===== config.mk =====
export PLATFORM = sky130hd
export DESIGN_NAME = pch
export DESIGN_NICKNAME = d
export VERILOG_FILES = /design/src/rtl/pc_pkg.sv /design/src/rtl/pch_carry_fsm.sv /design/src/rtl/pch.sv
export SDC_FILE = /design/constraint.sdc
export NUM_CORES = 1
export LEC_CHECK = 0
export ABC_CLOCK_PERIOD_IN_PS = 3300
export BUFFER_PORTS_ARGS = -buffer_cell sky130_fd_sc_hd__buf_4
export CAP_MARGIN = 25
export CORE_MARGIN = 2
export CORE_UTILIZATION = 40
export CTS_CLUSTER_SIZE = 25
export DETAILED_ROUTE_END_ITERATION = 6
export PLACE_DENSITY = 0.78
export SYNTH_ARGS = -nofsm -noshare
export SYNTH_HDL_FRONTEND = slang
export SYNTH_HIERARCHICAL = 1
export SYNTH_SLANG_ARGS = --single-unit

===== constraint.sdc =====
create_clock -name fclk -period 3.3 [get_ports fclk]
set_input_delay 0.33 -clock fclk [delete_from_list [all_inputs] [get_ports fclk]]
set_output_delay 0.33 -clock fclk [all_outputs]
set_load 0.02 [all_outputs]

===== src/rtl/pc_pkg.sv =====
// Shared types and constants for the program-counter high byte (PCH) block.
// Covers the carry/borrow handshake state and the PCH load-source select.
package pc_pkg;

  typedef enum logic [1:0] {
    IDLE    = 2'd0,
    ACK     = 2'd1,
    RELEASE = 2'd2
  } pch_state_t;

  typedef enum logic [2:0] {
    SelHold = 3'd0,
    SelDb   = 3'd1,
    SelVec  = 3'd2,
    SelAdb  = 3'd3,
    SelInc  = 3'd4,
    SelDec  = 3'd5
  } pch_sel_t;

  localparam logic [7:0] VEC_PAGE   = 8'hFF;
  localparam logic [7:0] VEC_RES_LO = 8'hFC;
  localparam logic [7:0] VEC_IRQ_LO = 8'hFE;
  localparam logic [7:0] VEC_NMI_LO = 8'hFA;

  // Load priority: decode > any vector fetch > address bus > inc > dec.
  function automatic pch_sel_t pch_select(input logic decode, input logic vec,
                                          input logic adb, input logic inc,
                                          input logic dec);
    pch_sel_t sel;
    sel = SelHold;
    if (decode) begin
      sel = SelDb;
    end else if (vec) begin
      sel = SelVec;
    end else if (adb) begin
      sel = SelAdb;
    end else if (inc) begin
      sel = SelInc;
    end else if (dec) begin
      sel = SelDec;
    end
    return sel;
  endfunction

endpackage


===== src/rtl/pch_carry_fsm.sv =====
// Carry (and optional borrow, PCH_BORROW_EN) handshake FSM for PCH.
// Grants exactly one increment/decrement per request assertion and pulses the acknowledges.
module pch_carry_fsm (
  input  logic clk_i,
  input  logic rst_ni,
  input  logic carry_i,
`ifdef PCH_BORROW_EN
  input  logic borrow_i,
  input  logic pch_is_00_i,
  output logic dec_en_o,
  output logic borrow_done_o,
`endif
  input  logic load_active_i,
  input  logic pch_is_ff_i,
  output logic inc_en_o,
  output logic carry_done_o,
  output logic pc_wrap_o
);
  import pc_pkg::*;

  pch_state_t state_q, state_d;
  logic       carry_done_q, carry_done_d;
  logic       pc_wrap_q, pc_wrap_d;
  logic       req_any;
  logic       inc_en;
`ifdef PCH_BORROW_EN
  logic       borrow_done_q, borrow_done_d;
  logic       dec_en;

  assign req_any = carry_i | borrow_i;
`else
  assign req_any = carry_i;
`endif

  always_comb begin
    state_d      = state_q;
    carry_done_d = 1'b0;
    pc_wrap_d    = 1'b0;
    inc_en       = 1'b0;
`ifdef PCH_BORROW_EN
    borrow_done_d = 1'b0;
    dec_en        = 1'b0;
`endif
    unique case (state_q)
      IDLE: begin
        if (req_any) begin
          state_d      = ACK;
          carry_done_d = carry_i;
`ifdef PCH_BORROW_EN
          borrow_done_d = borrow_i;
          // Simultaneous carry and borrow cancel: acknowledge both, leave PCH alone.
          if (!load_active_i) begin
            inc_en    = carry_i & ~borrow_i;
            dec_en    = borrow_i & ~carry_i;
            pc_wrap_d = (inc_en & pch_is_ff_i) | (dec_en & pch_is_00_i);
          end
`else
          // A concurrent load wins; the carry is still acknowledged so PCL can clear its flag.
          if (!load_active_i) begin
            inc_en    = carry_i;
            pc_wrap_d = carry_i & pch_is_ff_i;
          end
`endif
        end
      end
      ACK: begin
        state_d = req_any ? RELEASE : IDLE;
      end
      RELEASE: begin
        if (!req_any) begin
          state_d = IDLE;
        end
      end
      default: begin
        state_d = IDLE;
      end
    endcase
  end

  always_ff @(posedge clk_i or negedge rst_ni) begin
    if (!rst_ni) begin
      state_q      <= IDLE;
      carry_done_q <= 1'b0;
      pc_wrap_q    <= 1'b0;
    end else begin
      state_q      <= state_d;
      carry_done_q <= carry_done_d;
      pc_wrap_q    <= pc_wrap_d;
    end
  end

`ifdef PCH_BORROW_EN
  always_ff @(posedge clk_i or negedge rst_ni) begin
    if (!rst_ni) begin
      borrow_done_q <= 1'b0;
    end else begin
      borrow_done_q <= borrow_done_d;
    end
  end

  assign dec_en_o      = dec_en;
  assign borrow_done_o = borrow_done_q;
`endif

  assign inc_en_o     = inc_en;
  assign carry_done_o = carry_done_q;
  assign pc_wrap_o    = pc_wrap_q;

endmodule


===== src/rtl/pch.sv =====
// Program counter high byte: register, prioritized load mux and the PCL carry handshake.
// Optional borrow path for backward page-crossing branches is enabled by PCH_BORROW_EN.
module pch #(
  parameter logic [7:0] VEC_PAGE  = pc_pkg::VEC_PAGE,
  parameter logic [7:0] RESET_VAL = 8'h00
) (
  input  logic       fclk,
  input  logic       resb,
  input  logic       instruction_decode_in,
  input  logic       push_resb,
  input  logic       push_irqb,
  input  logic       push_nmib,
  input  logic       adb_to_pc,
  input  logic [7:0] db_in,
  output logic [7:0] db_out,
  input  logic [7:0] address_high_in,
  output logic [7:0] address_high_out,
  input  logic       carry_to_pch,
  output logic       carry_done,
`ifdef PCH_BORROW_EN
  input  logic       borrow_to_pch,
  output logic       borrow_done,
`endif
  output logic       pc_wrap
);
  import pc_pkg::*;

  logic [7:0] pch_q, pch_d;
  logic       vec_load;
  logic       load_active;
  logic       inc_en;
  logic       dec_en;
  pch_sel_t   sel;

  assign vec_load    = push_resb | push_irqb | push_nmib;
  assign load_active = instruction_decode_in | vec_load | adb_to_pc;

  pch_carry_fsm u_carry_fsm (
    .clk_i         (fclk),
    .rst_ni        (resb),
    .carry_i       (carry_to_pch),
`ifdef PCH_BORROW_EN
    .borrow_i      (borrow_to_pch),
    .pch_is_00_i   (pch_q == 8'h00),
    .dec_en_o      (dec_en),
    .borrow_done_o (borrow_done),
`endif
    .load_active_i (load_active),
    .pch_is_ff_i   (pch_q == 8'hFF),
    .inc_en_o      (inc_en),
    .carry_done_o  (carry_done),
    .pc_wrap_o     (pc_wrap)
  );

`ifndef PCH_BORROW_EN
  assign dec_en = 1'b0;
`endif

  assign sel = pch_select(instruction_decode_in, vec_load, adb_to_pc, inc_en, dec_en);

  always_comb begin
    pch_d = pch_q;
    unique case (sel)
      SelDb:   pch_d = db_in;
      SelVec:  pch_d = VEC_PAGE;
      SelAdb:  pch_d = address_high_in;
      SelInc:  pch_d = pch_q + 8'd1;
      SelDec:  pch_d = pch_q - 8'd1;
      default: pch_d = pch_q;
    endcase
  end

  always_ff @(posedge fclk or negedge resb) begin
    if (!resb) begin
      pch_q <= RESET_VAL;
    end else begin
      pch_q <= pch_d;
    end
  end

  assign db_out           = pch_q;
  assign address_high_out = pch_q;

endmodule


==> results of run 1 <==
==> layer usage <==
metal,wire [um],vias to the layer above
met1,905,381
met2,983,36
li1,-,402
met5,0,-
met3,126,5
met4,38,0
==> layout by cell type (no fill, tap or decap) <==
| cell type | n |
|---|---|
| a21oi_1 | 5 |
| a221o_1 | 1 |
| a221oi_1 | 2 |
| a22oi_1 | 1 |
| a2bb2oi_1 | 2 |
| a31oi_1 | 2 |
| a32oi_1 | 1 |
| and2_1 | 2 |
| and3_1 | 2 |
| and4_1 | 1 |
| buf_4 | 41 |
| clkbuf_4 | 3 |
| conb_1 | 2 |
| dfrtp_1 | 12 |
| dlygate4sd3_1 | 1 |
| ha_1 | 3 |
| inv_1 | 6 |
| nand2_1 | 8 |
| nand2b_1 | 2 |
| nand3_1 | 2 |
| nand4_1 | 2 |
| nor2_1 | 2 |
| nor2b_1 | 5 |
| nor3_1 | 2 |
| nor3_4 | 1 |
| nor3b_1 | 2 |
| nor4_2 | 1 |
| nor4b_2 | 1 |
| o21ai_0 | 5 |
| o22ai_1 | 1 |
| o311ai_0 | 1 |
| o31ai_1 | 1 |
| or4_1 | 1 |
| xor2_1 | 6 |
==> layout make-up <==
cell class / instances / area share [%]
Timing Repair Buffer: 42 / 27.5
Clock buffer: 3 / 1.95
Multi-Input combinational cell: 67 / 39.7
Sequential cell: 12 / 26.0
Inverter: 6 / 1.95
Tap cell: 27 / 2.93
==> registers in the layout, indices dropped and copies added, names as in the netlist <==
| register | cells |
|---|---|
| u_carry_fsm/pc_wrap_o | 1 |
| u_carry_fsm/carry_done_o | 1 |
| u_carry_fsm/state_q | 2 |
| address_high_out | 8 |
==> through the flow <==
stage	std cells	total power, W	cell area, um2
after global routing	157	0.000413	1150
final	157	0.000392	1150
after detailed placement	153	0.000303	1120
after global placement	153	0.000301	1120
after floorplan	97	0.000252	865
after CTS	157	0.000396	1150
==> final timing paths <==
kind / cells past startpoint / slack, ns / to / from
max: 8 / 1.00 / address_high_out[4]$_DFFE_PN0P_ / instruction_decode_in
min in group asynchronous: 2 / 0.43 / address_high_out[1]$_DFFE_PN0P_ / resb
max in group asynchronous: 2 / 2.71 / u_carry_fsm/pc_wrap_o$_DFF_PN0_ / resb
min reg2reg: 1 / 0.52 / u_carry_fsm/state_q[0]$_DFFE_PN0P_ / u_carry_fsm/state_q[0]$_DFFE_PN0P_
min: 3 / 0.29 / address_high_out[4]$_DFFE_PN0P_ / db_in[4]
max reg2reg: 5 / 1.40 / address_high_out[4]$_DFFE_PN0P_ / u_carry_fsm/state_q[0]$_DFFE_PN0P_
==> kinds of logic after synthesis <==
family / Yosys count / synth area share (%)
other cells: 1 / 0.436
buf+inv: 18 / 12.4
xor+xnor: 6 / 6.10
compound gates: 22 / 17.0
simple gates: 34 / 24.9
flops: 12 / 34.9
fa+ha+maj: 3 / 4.36
==> worst register-to-register path: cells and delay by family (launching register included) <==
kind | cells | cell delay [ns]
AOI/OAI and AO/OA | 2 | 0.31
xor gates and xnor gates | 1 | 0.20
DFF | 1 | 0.42
and+or+nand+nor | 2 | 0.90
==> report_power, final <==
| group | leakage, nW | internal (W) | switching, W | total (W) |
|---|---|---|---|---|
| combinational | 0.376 | 0.0000622 | 0.0000604 | 0.000123 |
| clock | 0.0138 | 0.0000423 | 0.0000484 | 0.0000907 |
| sequential | 0.136 | 0.000160 | 0.0000186 | 0.000179 |
==> repair_timing <==
action / 4_1_cts / 5_1_grt
endpoints found under the hold margin: 12 / 0
endpoints found under the setup margin: 0 / 0
hold buffers: 1 / 0
setup buffers: 0 / 0
==> flow_summary.json, run 1 <==
{
  "multiInputGateArea_um2": 458,
  "slew_violations": 0,
  "ys_seq_elements": 12,
  "cts_tree": "done",
  "max_freq_ghz": 0.435,
  "grt-ovfl-total": 0,
  "clock_latency_ns": 0.28,
  "fin_skew_ns": 0.00709,
  "cp_top_family": "simple AND/OR/NAND/NOR gates",
  "holdWs_ns": 0.287,
  "syn_inst": 96,
  "grt_pass1_vias": 714,
  "wirelength_mm": 2.05,
  "critPathKind": "in2reg",
  "hold_path_class": "in2reg",
  "die_h_um": 50.4,
  "boundaryPins": 42,
  "grtUsageTotal_pct": 17.2,
  "powerDensity_mw_per_mm2": 340,
  "gp_congestion": 0.801,
  "num_rows": 16,
  "numPortBuffers": 41,
  "syn2layout_area_growth_pct": 34.2,
  "slew_headroom_pct": 51.2,
  "clockRootBuffer": "clkbuf_4",
  "via_count": 824,
  "grtUsageMet1_pct": 24.5,
  "worst-path-buf-inv": 1,
  "fillers": 185,
  "cts_buffer_depth": 2,
  "yosys.area.top_type_share_pct": 34.9,
  "dieWidth_um": 50.4,
  "drtIter0Drc": 9,
  "dr.pass1.iters": 4,
  "path_cells": "buf_4, nor4_2, nand2b_1, nor4b_2, nand4_1, xor2_1, o21ai_0, a2bb2oi_1",
  "clk_pin_slew_ns": 0.08,
  "core_area_mm2": 0.00200,
  "post-route-period-util_pct": 69.6,
  "cts-buffers-inserted": 3,
  "hold_viol_final": 0,
  "ctsResizeCount": 0,
  "synth_edf_count": 0,
  "diodes": 0,
  "h-tree-depth": 1,
  "antenna_found_initial": 0,
  "cts_sinks": 12,
  "ir_drop_uv": 224,
  "fin_nets": 159,
  "yosys-top-cells-count": "dfrtp_1 (12), buf_4 (8), nand2_1 (8)",
  "layout-drive-gt1-share_pct": 36.2,
  "setup_viol": 0,
  "yosys-top-cells-area": "dfrtp_1 (35%), buf_4 (7.0%), xor2_1 (6.1%), ha_1 (4.4%), nor2b_1 (3.6%)",
  "start_util_pct": 43.0,
  "dieArea_mm2": 0.00254,
  "dp_worst_setup_slack_ns": 0.690,
  "grt_busiest_layer": "met2",
  "tightest_slew_ns": 0.730,
  "post_drt_wl_per_cell_um": 13.1,
  "cpMaxStageDelayCell": "nor4b_2",
  "regArea_um2": 300,
  "leakage_nw": 0.526,
  "ys_seq_area_share_pct": 34.9,
  "status": "finished clean",
  "ys_types": 35,
  "via_per_inst": 5.25,
  "grt_pass1_wl_mm": 3.31,
  "slowest_delay_ns": 0.65,
  "synth_top_area_cell": "dfrtp_1",
  "setup_tns_ns": 0,
  "drc": 0,
  "worstPathArrival_ns": 2.50,
  "place_hpwl_mm": 1.62,
  "syn_area_um2": 861,
  "start_kind": "input port",
  "synth.most_common_cell": "dfrtp_1",
  "drtAntennaViolNets": 0,
  "grtUsageMet2_pct": 25.2,
  "critPathRequiredTime_ns": 3.51,
  "final_core_util_pct": 57.7,
  "finalCriticalPeriod_ns": 2.30,
  "synthFlopType": "dfrtp_1",
  "cp-end-kind": "register",
  "async_reset_ff_share_pct": 100,
  "setup_slack_ns": 1.00,
  "yosys_warnings": 6,
  "rsz0062_at_grt": "no",
  "cp_max_fo": 10,
  "postSynthAreaPerCell_um2": 8.97,
  "cap_violations": 0,
  "grt_max_degree": 16,
  "grt_use_met3_pct": 2.98
}
No activity file was read; power rests on OpenSTA's default activity.
==> run 2: changes to the inputs <==
Settings changed: ABC_CLOCK_PERIOD_IN_PS 3300 to 2250.
Clock period 3.3 ns to 2.25 ns, I/O delays scaled along.
==> run 2 against run 1 <==
Effect of this change:
- sequential share of layout area down 0.33 points
- clock skew down 0.0019 ns
- first-iteration DRC count up 89%
- sequential power up 47%
- die area unchanged
- sequential cell count unchanged
- combinational power up 48%
- routed wire length up 5.8%
- utilization up 0.75 points
- hold slack worse by 0.10 ns
- critical endpoint is now address_high_out[7]$_DFFE_PN0P_
- highest routed layer unchanged
==> flow_summary.json, run 2 (same netlist as run 1, synthesis figures left out) <==
{
  "status": "finished clean",
  "h-tree-depth": 1,
  "clockRootBuffer": "clkbuf_4",
  "drtIter0Drc": 17,
  "critPathKind": "reg2reg",
  "ir_drop_uv": 283,
  "worst-path-buf-inv": 0,
  "final_common_cell": "buf_4",
  "fin_skew_ns": 0.00520,
  "post_drt_wl_per_cell_um": 13.7,
  "max_freq_ghz": 0.565,
  "cp_top_family": "compound AO/OA/AOI/OAI gates",
  "cap_violations": 0,
  "syn2layout_area_growth_pct": 35.9,
  "via_per_inst": 5.38,
  "dpl.cell_count": 155,
  "grt_pass1_vias": 762,
  "cts_sinks": 12,
  "powerDensity_mw_per_mm2": 495,
  "grt_pass1_wl_mm": 3.42,
  "slowest_delay_ns": 0.45,
  "path_cells": "ha_1, and4_1, a221o_1, o311ai_0",
  "start_util_pct": 43.0,
  "largest_register_ffs": 8,
  "boundaryPins": 42,
  "layout_common_cells": "buf_4 (43), dfrtp_1 (12), nand2_1 (8)",
  "rsz0062_at_grt": "no",
  "post-route-period-util_pct": 78.7,
  "setup_tns_ns": 0,
  "via_count": 855,
  "cts-buffers-inserted": 3,
  "final_cell_count_no_fill": 159,
  "drc": 0,
  "grtUsageTotal_pct": 18.2,
  "place_hpwl_mm": 1.66,
  "num_rows": 16,
  "finalCriticalPeriod_ns": 1.77,
  "numPortBuffers": 41,
  "setup_viol": 0,
  "drtAntennaViolNets": 0,
  "cp-end-kind": "register",
  "wirelength_mm": 2.17,
  "worstPathArrival_ns": 1.93,
  "grt-ovfl-total": 0,
  "leakage_nw": 0.537,
  "dieWidth_um": 50.4,
  "cp_max_fo": 5,
  "clock_latency_ns": 0.28,
  "gp_congestion": 0.806,
  "post_cts_buffers": 0,
  "critPathRequiredTime_ns": 2.41,
  "dr.pass1.iters": 4,
  "cpMaxStageDelayCell": "dfrtp_1",
  "cts_buffer_depth": 2,
  "antenna_found_initial": 0,
  "clk_pin_slew_ns": 0.07,
  "cts_tree": "done",
  "layout-drive-gt1-share_pct": 37.1,
  "hold_viol_final": 0,
  "dieArea_mm2": 0.00254,
  "hold_path_class": "in2reg",
  "die_h_um": 50.4,
  "core_area_mm2": 0.00200,
  "grt_max_degree": 16,
  "diodes": 0,
  "slew_violations": 0,
  "start_kind": "register",
  "fin_nets": 161
}
==> run 2: changes by cell type in the layout (fill, tap and decap cells not counted), sizes merged <==
cell | before | now
buf | 41 | 43
==> run 2: final cells by class <==
class,count,area [um2]
Fill cell,181,832
Sequential cell,12,300
Multi-Input combinational cell,67,458
Inverter,6,22.5
Tap cell,27,33.8
Clock buffer,3,22.5
Timing Repair Buffer,44,333
==> run 2: per-stage QoR <==
stage / util, % / hold slack [ns] / instance area (um2) / setup WS [ns] / total power (W)
5_1_grt: 58.4 / 0.187 / 1170 / 0.422 / 0.000609
3_5_place_dp: 56.8 / 0.0739 / 1140 / 0.315 / 0.000447
4_1_cts: 58.4 / 0.182 / 1170 / 0.467 / 0.000581
3_3_place_gp: 56.8 / 0.0785 / 1140 / 0.422 / 0.000442
6_report: 58.4 / 0.187 / 1170 / 0.480 / 0.000579
2_1_floorplan: - / -0.0706 / 865 / 0.114 / 0.000370
==> run 2: path summary, 6_finish.rpt <==
| path | startpoint | endpoint | slack, ns | cells after the start |
|---|---|---|---|---|
| max in group asynchronous | resb | u_carry_fsm/carry_done_o$_DFF_PN0_ | 1.76 | 2 |
| min | db_in[3] | address_high_out[3]$_DFFE_PN0P_ | 0.19 | 3 |
| min reg2reg | u_carry_fsm/state_q[0]$_DFFE_PN0P_ | u_carry_fsm/state_q[0]$_DFFE_PN0P_ | 0.53 | 1 |
| max reg2reg | address_high_out[6]$_DFFE_PN0P_ | address_high_out[7]$_DFFE_PN0P_ | 0.48 | 4 |
| max | address_high_out[6]$_DFFE_PN0P_ | address_high_out[7]$_DFFE_PN0P_ | 0.48 | 4 |
| min in group asynchronous | resb | address_high_out[1]$_DFFE_PN0P_ | 0.32 | 2 |
==> run 2: report_power, final <==
group | switching [W] | total (W) | internal, W
clock | 0.0000716 | 0.000134 | 0.0000621
combinational | 0.0000901 | 0.000182 | 0.0000920
sequential | 0.0000283 | 0.000263 | 0.000235
==> run 2: layer usage <==
layer / track usage [%] / part of all wire, % / vias to the layer above
met5: 0 / 0 / -
met4: 11.3 / 2.5 / 0
met3: 0.893 / 5.6 / 5
met2: 28.5 / 51 / 37
met1: 24.6 / 41 / 407
li1: - / - / 406
==> run 2: what timing repair did <==
item / CTS / global route
hold buffers: 1 / 0
hold endpoints to repair: 12 / 0
gates resized for setup: 0 / 0
==> run 2: worst register-to-register path, cell delays in order (launching register included) <==
cell and delay [ns]:
dfrtp_1 0.45, ha_1 0.36, and4_1 0.21, a221o_1 0.36, o311ai_0 0.28
